==> src/rtl/piso_pkg.sv <==
// Shared types and constants for the parallel-in / serial-out frame transmitter.
// Optional parity support is enabled by defining PISO_PARITY_EN.
package piso_pkg;

  localparam int FRAME_W = 11;
  localparam int MAX_LEN = 12;
  localparam int CNT_W   = 4;

  typedef logic [CNT_W-1:0] cnt_t;

  typedef enum logic [1:0] {
    ST_IDLE,
    ST_ACTIVE,
    ST_DONE
  } state_t;

  typedef enum logic [1:0] {
    PAR_NONE     = 2'b00,
    PAR_ODD      = 2'b01,
    PAR_EVEN     = 2'b10,
    PAR_NONE_ALT = 2'b11
  } parity_t;

  // Positions beyond the 11-bit frame read as 1, which supplies the second stop bit of a 12-bit frame.
  function automatic logic frame_bit(input logic [FRAME_W-1:0] frame, input cnt_t idx);
    logic [2**CNT_W-1:0] ext;
    ext = {{(2**CNT_W - FRAME_W){1'b1}}, frame};
    return ext[idx];
  endfunction

endpackage

==> src/rtl/piso_len_dec.sv <==
// Decodes the frame format controls into frame length and parity bit position.
// Parity decode is present only when PISO_PARITY_EN is defined.
module piso_len_dec
  import piso_pkg::*;
(
  input  logic       data_length,
  input  logic       stop_bits,
  input  logic [1:0] parity_type,
  output cnt_t       frame_len,
  output cnt_t       parity_idx,
  output logic       parity_en
);

`ifdef PISO_PARITY_EN
  assign parity_en = (parity_t'(parity_type) == PAR_ODD) || (parity_t'(parity_type) == PAR_EVEN);
`else
  logic unused_parity;
  assign unused_parity = ^parity_type;
  assign parity_en     = 1'b0;
`endif

  assign frame_len  = cnt_t'(1)
                    + (data_length ? cnt_t'(8) : cnt_t'(7))
                    + {{(CNT_W-1){1'b0}}, parity_en}
                    + (stop_bits ? cnt_t'(2) : cnt_t'(1));
  assign parity_idx = data_length ? cnt_t'(9) : cnt_t'(8);

endmodule

==> src/rtl/piso_reg.sv <==
// Frame transmitter: latches an assembled frame on send and shifts it out LSB-first, one bit per BaudOut cycle.
// Parity handling is compiled in with PISO_PARITY_EN.
module piso_reg
  import piso_pkg::*;
(
  input  logic               BaudOut,
  input  logic               rst,
  input  logic               send,
  input  logic [FRAME_W-1:0] FrameOut,
  input  logic               data_length,
  input  logic               stop_bits,
  input  logic [1:0]         parity_type,
  output logic               data_out,
  output logic               p_parity_out,
  output logic               tx_active,
  output logic               tx_done
);

  state_t             state, state_nxt;
  cnt_t               bit_cnt;
  cnt_t               len_q;
  logic [FRAME_W-1:0] frame_q;
  cnt_t               dec_len, dec_pidx;
  logic               dec_pen;
  logic               load, last_bit;

  piso_len_dec u_len_dec (
    .data_length (data_length),
    .stop_bits   (stop_bits),
    .parity_type (parity_type),
    .frame_len   (dec_len),
    .parity_idx  (dec_pidx),
    .parity_en   (dec_pen)
  );

  assign load     = (state == ST_IDLE) && send;
  assign last_bit = (bit_cnt == len_q - cnt_t'(1));

  always_ff @(posedge BaudOut) begin
    if (rst) state <= ST_IDLE;
    else     state <= state_nxt;
  end

  always_ff @(posedge BaudOut) begin
    if (rst) begin
      bit_cnt      <= '0;
      p_parity_out <= 1'b0;
    end else if (load) begin
      bit_cnt      <= '0;
      p_parity_out <= dec_pen & FrameOut[dec_pidx];
    end else if (state == ST_ACTIVE && !last_bit) begin
      bit_cnt      <= bit_cnt + cnt_t'(1);
    end
  end

  // NOTE: frame and length holders need no reset; they are only observed while ACTIVE, which always follows a load.
  always_ff @(posedge BaudOut) begin
    if (load) begin
      frame_q <= FrameOut;
      len_q   <= dec_len;
    end
  end

  // NOTE: every combinational output gets a default before the case so no latch is inferred.
  always_comb begin
    state_nxt = state;
    case (state)
      ST_IDLE:   if (send) state_nxt = ST_ACTIVE;
      ST_ACTIVE: if (last_bit) state_nxt = ST_DONE;
      ST_DONE:   state_nxt = ST_IDLE;
      default:   state_nxt = ST_IDLE;
    endcase
  end

  always_comb begin
    data_out  = 1'b1;
    tx_active = 1'b0;
    tx_done   = 1'b0;
    case (state)
      ST_ACTIVE: begin
        data_out  = frame_bit(frame_q, bit_cnt);
        tx_active = 1'b1;
      end
      ST_DONE: tx_done = 1'b1;
      default: ;
    endcase
  end

endmodule

==> config.mk <==
export PLATFORM = sky130hd
export DESIGN_NAME = piso_reg
export DESIGN_NICKNAME = d
export VERILOG_FILES = /design/src/rtl/piso_pkg.sv /design/src/rtl/piso_len_dec.sv /design/src/rtl/piso_reg.sv
export SDC_FILE = /design/constraint.sdc
export NUM_CORES = 1
export LEC_CHECK = 0
export CAP_MARGIN = 20
export CELL_PAD_IN_SITES_DETAIL_PLACEMENT = 0
export CELL_PAD_IN_SITES_GLOBAL_PLACEMENT = 1
export CORE_UTILIZATION = 42
export CTS_CLUSTER_SIZE = 24
export DETAILED_ROUTE_END_ITERATION = 8
export GPL_TIMING_DRIVEN = 0
export HOLD_SLACK_MARGIN = 0.03
export PLACE_DENSITY_LB_ADDON = 0.1
export SLEW_MARGIN = 10
export SYNTH_ARGS = -nofsm -noshare
export SYNTH_HDL_FRONTEND = slang
export SYNTH_SLANG_ARGS = --single-unit
==> constraint.sdc <==
create_clock -name BaudOut -period 4.1 [get_ports BaudOut]
set_input_delay 1.025 -clock BaudOut [delete_from_list [all_inputs] [get_ports BaudOut]]
set_output_delay 1.025 -clock BaudOut [all_outputs]
set_load 0.02 [all_outputs]
# == Yosys cells after proc, flatten, opt, wreduce, memory -nomap -nowiden ==
# Index checks and enable logic that the tools add are counted.
# word_totals
in_bits,18
word_cells,30
regBits,21
output_inout_bits,4
# classes
n_mux,10
add_sub_neg,4
reduce_logical,6
n_eq_ne,5
order_cmp,1
# ops
op,count
2-to-1 mux 2 bit,3
less-than comparator 4 x 5 -> 1 bit (second input constant),1
adder 1 x 4 -> 4 bit (first input constant),1
adder 4 x 1 -> 4 bit (second input constant),1
adder 4 bit,1
binary-select mux 1 bit (select 4 bit),1
equality test 4 bit,1
2-to-1 mux 1 bit,4
2-to-1 mux 4 bit,1
!= test 2 bit (second input constant),2
one-hot mux 2 bit (2 select lines),1
subtractor 4 x 1 -> 4 bit (second input constant),1
equality test 2 x 1 -> 1 bit (second input constant),1
equality test 2 bit (second input constant),1
logical AND 1 bit,2
logical NOT 2 bit,1
AND reduction 2 bit,1
OR reduction 2 bit,1
logical NOT 1 bit,1

# == Depth between registers and ports, before layout ==
# Gate-level depths: netlist of run 1.
# logic_depth
depth_word,4
ltp_mapped,7
depth_no_buf,7

# == Hierarchy ==
# Synthesis of run 1 repeated with hierarchy kept, for this count alone.
# hier_totals
cells_unflattened,115
area_unflattened_um2,1315.0
# by_module_without_submodules
mod,instances,area_each_um2,cells_per_inst,seq_area_each_um2
piso_reg,1,1193.6,98,590.6
piso_len_dec,1,121.4,17,0.0

# == Worst setup path before layout of run 1 ==
# Ideal clock, no wire load.
# synth_path
kind,input-to-reg
startpoint,input send
endpoint,register bit_cnt[0]
arrival_ns,2.642
stages,3
t_required_ns,3.985
setup_slack_ns,1.344
setup_time_ns,0.115
n_path_buf,0
path_cell_list,nor3b_1 -> or2_2 -> nor2_1
# synth_between
elab_chain_len,2
# synth_lines
item,line,text
start: declaration,piso_reg.sv:8,"input logic send,"
logical AND 1 bit,piso_reg.sv:36,assign load = (state == ST_IDLE) && send;
OR reduction 2 bit (no source line),n/a,
end signal: assignment,piso_reg.sv:52,bit_cnt <= bit_cnt + cnt_t'(1);
end: declaration,piso_reg.sv:20,cnt_t bit_cnt;
# No other way between the ends.
# A chain may end at the register's enable or synchronous reset.

# == Final worst setup path of run 1 ==
# layout_path
startpoint,register bit_cnt[0]
endpoint,output data_out
# layout_between
elab_chain_len,3
# layout_lines
item,line,text
binary-select mux 1 bit (select 4 bit),piso_pkg.sv:28,return ext[idx];
2-to-1 mux 1 bit (not written as such),piso_pkg.sv:28,
2-to-1 mux 1 bit,piso_reg.sv:79,case (state)
end: declaration,piso_reg.sv:13,"output logic data_out,"
# No other way between the ends. The select of a mux whose other input is x is not followed.

==> reports/qor.csv, run 1 <==
metric,value,unit
Area Growth Syn to Fin,25.7,%
cell count after synthesis,80,
fin nets,127,
First DRT Iteration DRCs,3,
final wirelength,1500,µm
status,"complete, no violations",
Die Span X,51.0,µm
Hold Path Class,reg -> reg,
RR Endpoint,bit_cnt[3]$_SDFFE_PP0P_,
critical path arrival,2420,ps
Synth Register Bits,21,
Post-synth ARST share,0,
worst hold slack,575,ps
first-pass GRT wire length,2490,µm
measured slew at the worst slew-check pin,560,ps
gpl congestion,0.683,
critical path peak fanout,7,
maximum VDD drop,0.221,mV
first-pass iteration count of the detailed router,4,
later-pin clock latency in the skew report,300,ps
Via Count,648,
Leak,0.484,nW
Max transition margin,0.625,
largest net degree at the start of global routing,13,
max cap viols,0,
Clock Sinks,21,
Total Power,417,µW
Setup Total Neg Slack,0,ps
share of cells above drive strength 1,0.155,
"Seq/Total Area, Yosys",0.566,
Critical Path Source Type,flop,
Syn Nets,103,
IO Count,22,
CP endpoint kind,primary output,
number of flops mapped to enable cells by yosys,15,
data required time of the worst path,3070,ps
critical hold path startpoint,bit_cnt[2]$_SDFFE_PP0P_,
"Distinct cells, synth",28,
Setup Buffers After CTS,0,
HPWL after DPL,1160,µm
Vias per Instance,4.95,
Rows,17,
WHS Path Cells,2,
worst setup path class,reg -> out,
Synth Area per Inst,12.6,µm²
Most used DFF post-synth,edfxtp_1,
CTS Buffer Depth,2,
CTS tree,yes,
Initial Utilization,0.451,
RR Startpoint,len_q[0]$_DFFE_PP_,
root buf cell,clkbuf_4,
worst reg2reg path depth,7,
Detail Route Antenna Nets,0,
Slew Limit Fails,0,
initial antenna violation count,0,
hold_buf cts,0,
power per cell area,330,mW/mm²
grt ovf,0,
Chip Height,51.0,µm
Antenna Cells,0,
Avg WL per Cell,11.4,µm
cts repair resizes,0,
I/O Buffers,18,
"Cell Area, Synth",0.00101,mm²
Non-Filler Instances,131,
Die ar.,0.00260,mm²
cts bufs inserted,3,
Fill cells,207,
Core Region,0.00223,mm²
R2R setup slack,2020,ps
Max Clk Rate,291,MHz
# H-tree levels,1,
vias in the first global route,603,
drt drc,0,
YS warnings,0,
worst min-delay path endpoint,bit_cnt[2]$_SDFFE_PP0P_,
Clock transition at path regs,120,ps
RSZ-0062 raised after global routing,false,
CP startpoint,bit_cnt[0]$_SDFFE_PP0P_,
Clock Skew,2.31,ps
GRT Overall Usage,0.136,
Final setup viols,0,
Final period util,0.839,
Placed Cells,127,
min Tclk post-route,3440,ps
Final Hold Viols,0,
synth_stat cells, types with 2 or more instances:
master     n  share of area
a21oi_1    3          0.015
nand2_1    2         0.0075
ha_1       5          0.062
nor2_1     5          0.019
inv_1      9          0.034
or3_1      2          0.012
xnor2_1    4          0.035
mux4_2     2          0.045
edfxtp_1  15           0.45
xor2_1     3          0.026
nor3b_1    2          0.015
o21ai_0    5          0.025
buf_4      3          0.022
dfxtp_1    6           0.12
cells by family after synthesis:
kind of cell | after synthesis | synth area share
other cells | 1 | 0.00372
mux | 3 | 0.0547
compound gates | 12 | 0.0795
simple gates | 19 | 0.117
buf+inv | 12 | 0.0559
flops | 21 | 0.566
xor+xnor | 7 | 0.0609
fa+ha+maj | 5 | 0.0621
flip-flops by register name, indices dropped and copies added, names as in the netlist:
signal and flops:
frame_q 11, bit_cnt 4, state 2, len_q 4
layout make-up:
class	instances	area (µm²)	area share
plain buffers	3	22.5	0.0178
clock buffers	3	22.5	0.0178
multi-input cells	47	385	0.304
repair buffers	19	191	0.151
flip-flops and latches	21	571	0.451
well taps	28	35.0	0.0277
clock inverters	1	5.00	0.00395
inverters	9	33.8	0.0267
how the worst max path moves through the flow:
stage,end,depth (start not counted)
global route,data_out,6
global placement,bit_cnt[0]$_SDFFE_PP0P_,4
detailed placement,data_out,6
CTS,data_out,6
finish,data_out,6
floorplan,bit_cnt[0]$_SDFFE_PP0P_,3
power by group:
part	switching, mW	leakage (nW)	internal (mW)
sequential	0.00484	0.192	0.243
combinational	0.0329	0.275	0.0382
clock	0.0620	0.0177	0.0364
metrics by stage:
step | instance area [µm²] | setup WS [ps] | util
3_3_place_gp | 1220 | 351 | 0.547
4_1_cts | 1270 | 633 | 0.567
5_1_grt | 1270 | 538 | 0.567
2_1_floorplan | 1010 | 1340 | -
6_report | 1270 | 660 | 0.567
3_5_place_dp | 1240 | 990 | 0.555
worst max-delay path, cell delays in order (launching register included):
cell             delay, ps
dfxtp_1                350
buf_4                  180
mux4_2                 520
and2b_2                210
a211oi_1               200
o21ai_0                110
clkdlybuf4s50_1        550
metal layers:
layer,vias up,part of all wire,GRT usage
li1,328,-,-
met1,299,0.42,0.147
met2,19,0.53,0.248
met3,2,0.043,0.0357
met4,0,0.0060,0.0556
met5,-,0,0
placed cells by master, fill, tap and decap left out, types with 2 or more instances in the layout:
master and instances:
clkdlybuf4s50_1 18, edfxtp_1 15, inv_1 9, dfxtp_1 6
nor2_1 5, o21ai_0 5, ha_1 5, xnor2_1 4
buf_4 3, xor2_1 3, a21oi_1 3, clkbuf_4 3
mux4_2 2, or3_1 2, nand2_1 2
Note: power is estimated with default switching activity, not from simulation.
==> run 2: changes to the inputs <==
--- a/config.mk
+++ b/config.mk
@@ -8,7 +8,7 @@
 export CAP_MARGIN = 20
 export CELL_PAD_IN_SITES_DETAIL_PLACEMENT = 0
 export CELL_PAD_IN_SITES_GLOBAL_PLACEMENT = 1
-export CORE_UTILIZATION = 42
+export CORE_UTILIZATION = 39
 export CTS_CLUSTER_SIZE = 24
 export DETAILED_ROUTE_END_ITERATION = 8
 export GPL_TIMING_DRIVEN = 0
==> constraint.sdc (replaced) <==
create_clock -name BaudOut -period 3.2 [get_ports BaudOut]
set_input_delay 0.8 -clock BaudOut [delete_from_list [all_inputs] [get_ports BaudOut]]
set_output_delay 0.8 -clock BaudOut [all_outputs]
set_load 0.02 [all_outputs]
==> run 2 against run 1 <==
Via count increased by 0.15%. Die area increased by 7.4%. First-iteration DRC count increased by 100%. Global-route usage decreased by 0.13 points. Hold slack improved by 0.93 ps. Critical path depth unchanged. Design area about the same. Total power increased by 29%. Largest cell class unchanged. Highest routed layer unchanged.
==> reports/qor.csv, run 2 (same netlist as run 1, synthesis figures left out) <==
metric,value,unit
status,"complete, no violations",
HPWL after DPL,1230,µm
RR Endpoint,bit_cnt[3]$_SDFFE_PP0P_,
measured slew at the worst slew-check pin,521,ps
Place WS,332,ps
GRT Overall Usage,0.135,
Core Region,0.00245,mm²
later-pin clock latency in the skew report,310,ps
critical hold path startpoint,bit_cnt[2]$_SDFFE_PP0P_,
"most common cell after layout, fill and taps aside",clkdlybuf4s50_1,
worst setup path class,reg -> out,
Slew Limit Fails,0,
Chip Height,52.8,µm
Die Span X,52.8,µm
drt drc,0,
vias in the first global route,614,
fin nets,127,
maximum VDD drop,0.299,mV
CTS tree,yes,
cts bufs inserted,3,
Area Growth Syn to Fin,25.8,%
Rows,18,
Die ar.,0.00279,mm²
Reg with most FFs,frame_q,
CP endpoint kind,primary output,
Final setup viols,0,
first-pass GRT wire length,2570,µm
Hold Path Class,reg -> reg,
Clock Sinks,21,
gpl congestion,0.732,
hold_buf cts,0,
Antenna Cells,0,
max cap viols,0,
power per cell area,424,mW/mm²
largest net degree at the start of global routing,13,
CTS Buffer Depth,2,
first-pass iteration count of the detailed router,2,
setup ws final,231,ps
number of flip-flops in the largest register,11,
Max Clk Rate,337,MHz
largest registers,"frame_q (11), bit_cnt (4), len_q (4)",
R2R setup slack,1140,ps
"leading cell types in the layout, fill and taps excluded","17 x clkdlybuf4s50_1, 15 x edfxtp_1, 9 x inv_1",
Total Power,537,µW
RR Startpoint,len_q[0]$_DFFE_PP_,
Via Count,649,
IO Count,22,
RSZ-0062 raised after global routing,false,
final wirelength,1570,µm
critical path peak fanout,7,
# H-tree levels,1,
Vias per Instance,4.88,
Critical Path Source Type,flop,
min Tclk post-route,2970,ps
grt ovf,0,
critical path arrival,2170,ps
Clock transition at path regs,120,ps
Avg WL per Cell,11.8,µm
First DRT Iteration DRCs,6,
Leak,0.483,nW
Final Hold Viols,0,
initial antenna violation count,0,
Initial Utilization,0.410,
Clock Skew,8.12,ps
Max transition margin,0.651,
root buf cell,clkbuf_4,
data required time of the worst path,2400,ps
Final period util,0.928,
share of cells above drive strength 1,0.155,
Detail Route Antenna Nets,0,
worst min-delay path endpoint,bit_cnt[2]$_SDFFE_PP0P_,
worst reg2reg path depth,7,
I/O Buffers,18,
WHS Path Cells,2,
## run 2: cell types whose count changed in the layout (fill, tap and decap cells not counted)
cell	change
dlygate4sd2_1	+1
clkdlybuf4s50_1	-1
## run 2: metrics by stage
stage / hold slack, ps / cell area [µm²] / TNS [ps] / cells / util
floorplan: 500 / 1010 / 0 / 80 / -
global placement: 542 / 1220 / -4760 / 128 / 0.499
detailed placement: 541 / 1240 / 0 / 129 / 0.506
CTS: 566 / 1270 / 0 / 133 / 0.516
global route: 605 / 1270 / 0 / 133 / 0.516
finish: 576 / 1270 / 0 / 133 / 0.516
## run 2: worst max path at each step
stage	startpoint	endpoint	slack, ps	cells after the start
final	bit_cnt[0]$_SDFFE_PP0P_	data_out	230	6
after global routing	bit_cnt[0]$_SDFFE_PP0P_	data_out	80	6
after CTS	bit_cnt[0]$_SDFFE_PP0P_	data_out	190	6
after detailed placement	bit_cnt[0]$_SDFFE_PP0P_	data_out	330	6
after global placement	send	bit_cnt[0]$_SDFFE_PP0P_	-350	4
after floorplan	send	bit_cnt[0]$_SDFFE_PP0P_	670	3
## run 2: power by group
| part | switching, mW | leakage (nW) | internal, mW | total (mW) |
|---|---|---|---|---|
| Sequential | 0.00617 | 0.192 | 0.312 | 0.318 |
| Combinational | 0.0424 | 0.274 | 0.0484 | 0.0909 |
| Clock | 0.0816 | 0.0177 | 0.0466 | 0.128 |
| Total | 0.130 | 0.483 | 0.407 | 0.537 |
## run 2: critical path: stages, from the launching register on
cell and delay [ps]:
dfxtp_1 350, buf_4 180, mux4_2 510, and2b_2 210, a211oi_1 190, o21ai_0 90
dlygate4sd2_1 330
## run 2: repair_timing
item | CTS | global route
setup endpoints to repair | 1 | 0
resized for setup | 1 | 0
hold endpoints to repair | 0 | 0
setup buffers | 0 | 0
## run 2: layout make-up
class,count,area (µm²)
buffer,3,22.5
clock buffer,3,22.5
clock inverter,1,5.00
fill,227,1190
inverter,9,33.8
multi-input combinational,47,385
sequential,21,571
tap,30,37.5
timing repair buffer,19,190
## run 2: layer usage
metal	part of all wire	track usage	up-vias	routed length [µm]
li1	-	-	329	-
met1	0.44	0.149	299	690
met2	0.50	0.230	16	784
met3	0.033	0.0348	5	52
met4	0.025	0.0789	0	39
met5	0	0	-	0
==> RTL edit: new RTL, flow settings as in run 2 <==
Add an input register stage for `send`, `FrameOut`, `data_length`, `stop_bits` and `parity_type`, cleared by the reset; this delays them by one clock. Comments in the files are not updated.
--- a/src/rtl/piso_reg.sv
+++ b/src/rtl/piso_reg.sv
@@ -17,4 +17,26 @@
 );
 
+  logic send_q;
+  logic [FRAME_W-1:0] FrameOut_q;
+  logic data_length_q;
+  logic stop_bits_q;
+  logic [1:0] parity_type_q;
+
+  always_ff @(posedge BaudOut) begin
+    if (rst) begin
+      send_q        <= '0;
+      FrameOut_q    <= '0;
+      data_length_q <= '0;
+      stop_bits_q   <= '0;
+      parity_type_q <= '0;
+    end else begin
+      send_q        <= send;
+      FrameOut_q    <= FrameOut;
+      data_length_q <= data_length;
+      stop_bits_q   <= stop_bits;
+      parity_type_q <= parity_type;
+    end
+  end
+
   state_t             state, state_nxt;
   cnt_t               bit_cnt;
@@ -26,7 +48,7 @@
 
   piso_len_dec u_len_dec (
-    .data_length (data_length),
-    .stop_bits   (stop_bits),
-    .parity_type (parity_type),
+    .data_length (data_length_q),
+    .stop_bits   (stop_bits_q),
+    .parity_type (parity_type_q),
     .frame_len   (dec_len),
     .parity_idx  (dec_pidx),
@@ -34,5 +56,5 @@
   );
 
-  assign load     = (state == ST_IDLE) && send;
+  assign load     = (state == ST_IDLE) && send_q;
   assign last_bit = (bit_cnt == len_q - cnt_t'(1));
 
@@ -48,5 +70,5 @@
     end else if (load) begin
       bit_cnt      <= '0;
-      p_parity_out <= dec_pen & FrameOut[dec_pidx];
+      p_parity_out <= dec_pen & FrameOut_q[dec_pidx];
     end else if (state == ST_ACTIVE && !last_bit) begin
       bit_cnt      <= bit_cnt + cnt_t'(1);
@@ -57,5 +79,5 @@
   always_ff @(posedge BaudOut) begin
     if (load) begin
-      frame_q <= FrameOut;
+      frame_q <= FrameOut_q;
       len_q   <= dec_len;
     end
@@ -66,5 +88,5 @@
     state_nxt = state;
     case (state)
-      ST_IDLE:   if (send) state_nxt = ST_ACTIVE;
+      ST_IDLE:   if (send_q) state_nxt = ST_ACTIVE;
       ST_ACTIVE: if (last_bit) state_nxt = ST_DONE;
       ST_DONE:   state_nxt = ST_IDLE;
Behaviour: not the same (Yosys sat finds a counterexample within 4 cycles, from zero or initial values and one cycle with rst high).
==> RTL edit against run 2 <==
  * Worst setup slack got worse by 110 ps
  * Final area is 48% higher
  * Sequential power rose by 58%
  * Largest cell class unchanged
  * Maximum frequency decreased by 3.5%
  * Via count grew 52%
  * Critical path type unchanged
  * Sequential cell count grew 14
  * Power grew 80%
  * Wire length up 62%
  * Clock power grew to 2.7 times the old value
  * Area after synthesis grew 53%
  * Hold slack got worse by 170 ps
==> RTL edit: results (changes against run 2) <==
initial antenna violation count=0 (unchanged); clock-pin slew on the worst setup and hold paths=70 ps (-50 ps); top cells by instance count after synthesis=20 x dfxtp_1, 15 x edfxtp_1, 15 x nor2b_1, 8 x inv_1, 6 x nand3_1; Final Net Count=176 (+39%); mux contribution to synthesized area=4.22% (-1.2 points); gr usage total=14.7% (+1.2 points); vias in the first global route=934 (+52%); pin count of the biggest net entering global routing=25 (+12); Lkg Pwr=0.707 nW (+46%); top cells by area, synth=edfxtp_1 29%, dfxtp_1 26%, nor2b_1 6.1%, ha_1 4.1%, mux4_2 2.9%; Net Switching=0.218 mW (+67%); final clock skew=6.39 ps (-1.73 ps); Seq. pwr=0.501 mW (+58%); VDD IR max=0.258 mV (-14%); global placement routability congestion=0.828 (+13%); first-pass GRT wire length=4410 um (+72%); Worst path slowest cell=clkdlybuf4s50_1; worst-skew pair later-pin latency=290 ps (-20 ps); Placed Instances=194 (+50%); Avg Cell Area, Syn=11.9 um2 (-5.2%); HP Class=reg -> reg; Comb. pwr=0.118 mW (+30%); pre-CTS setup slack=429 ps (+97.7 ps); Worst Path Max Fanout=8 (+1); port bufs=17 (-1); WP data arrival=2280 ps (+110 ps); status=finished clean; largest registers=FrameOut_q (11), frame_q (11); WL/cell=12.6 um (+6.8%); Fillers=351 (+55%); 1st-iter DRT viols=84 (+78); dpl hpwl=1700 um (+39%); drt first pass iters=4 (+2); post-synthesis xor/xnor area fraction=5.52% (-0.56 points); sequential element share of the synthesized area=55.2% (-1.4 points); clk root buf=clkbuf_8; Worst Tran Pin Value=516 ps (-5.19 ps); syn nets=152 (+48%); synth unique cells=40 (+43%); final cell count without fillers=202 (+52%); routed vias/inst=4.87 (-0.17%); Slowest Stage Delay on Critical Path=540 ps (+30 ps); adder-cell share of the synthesized area=4.06% (-2.1 points); # resized after CTS=0 (-1); Synth Area in Compound Gates=5.28% (-2.7 points); Worst path top cell family by delay=buffers and inverters; TritonCTS buffer count=5 (+2); layout cell share with drive strength beyond 1=12.3% (-3.2 points); depth of the CTS H-tree=2 (+1)
[RTL edit: cell count changes after synthesis, moves of 2 or more]
| cell | delta |
|---|---|
| nor4_1 | +3 |
| nand3_1 | +5 |
| or3_1 | -2 |
| dfxtp_1 | +14 |
| nand2_1 | +2 |
| a311oi_1 | +2 |
| nor4b_1 | +5 |
| nor2b_1 | +14 |
[RTL edit: path summary, 6_finish.rpt]
| path | slack [ps] | from | depth (start not counted) | end |
|---|---|---|---|---|
| worst max register to register | 1320 | len_q[0] | 6 | bit_cnt[2] |
| worst min register to register | 400 | FrameOut_q[4] | 0 | frame_q[4] |
| worst min-delay path | 400 | FrameOut_q[4] | 0 | frame_q[4] |
| worst max-delay path | 120 | bit_cnt[0] | 6 | data_out |
[RTL edit: through the flow]
| step | power (mW) | utilization [%] | hold slack, ps | cell area, um2 |
|---|---|---|---|---|
| floorplan | 0.590 | - | 386 | 1540 |
| finish | 0.965 | 50.3 | 402 | 1870 |
| CTS | 0.979 | 50.3 | 404 | 1870 |
| detailed placement | 0.630 | 47.6 | 389 | 1770 |
| global placement | 0.628 | 47.6 | 388 | 1770 |
| global route | 1.01 | 50.3 | 409 | 1870 |
[RTL edit: cell type report]
class / count / area, um2 / share of cell area [%]
Buffer: 8 / 65.1 / 3.48
Clock buffer: 8 / 100 / 5.35
Inverter: 9 / 33.8 / 1.81
Multi-Input combinational cell: 77 / 591 / 31.6
Sequential cell: 35 / 851 / 45.5
Tap cell: 48 / 60.1 / 3.21
Timing Repair Buffer: 17 / 170 / 9.10
[RTL edit: layer usage]
metal | GRT usage (%) | up-vias | wire length [um]
met4 | 7.50 | 0 | 62
met5 | 0 | - | 0
met2 | 23.3 | 28 | 1230
li1 | - | 499 | -
met3 | 5.81 | 6 | 122
met1 | 16.9 | 451 | 1130
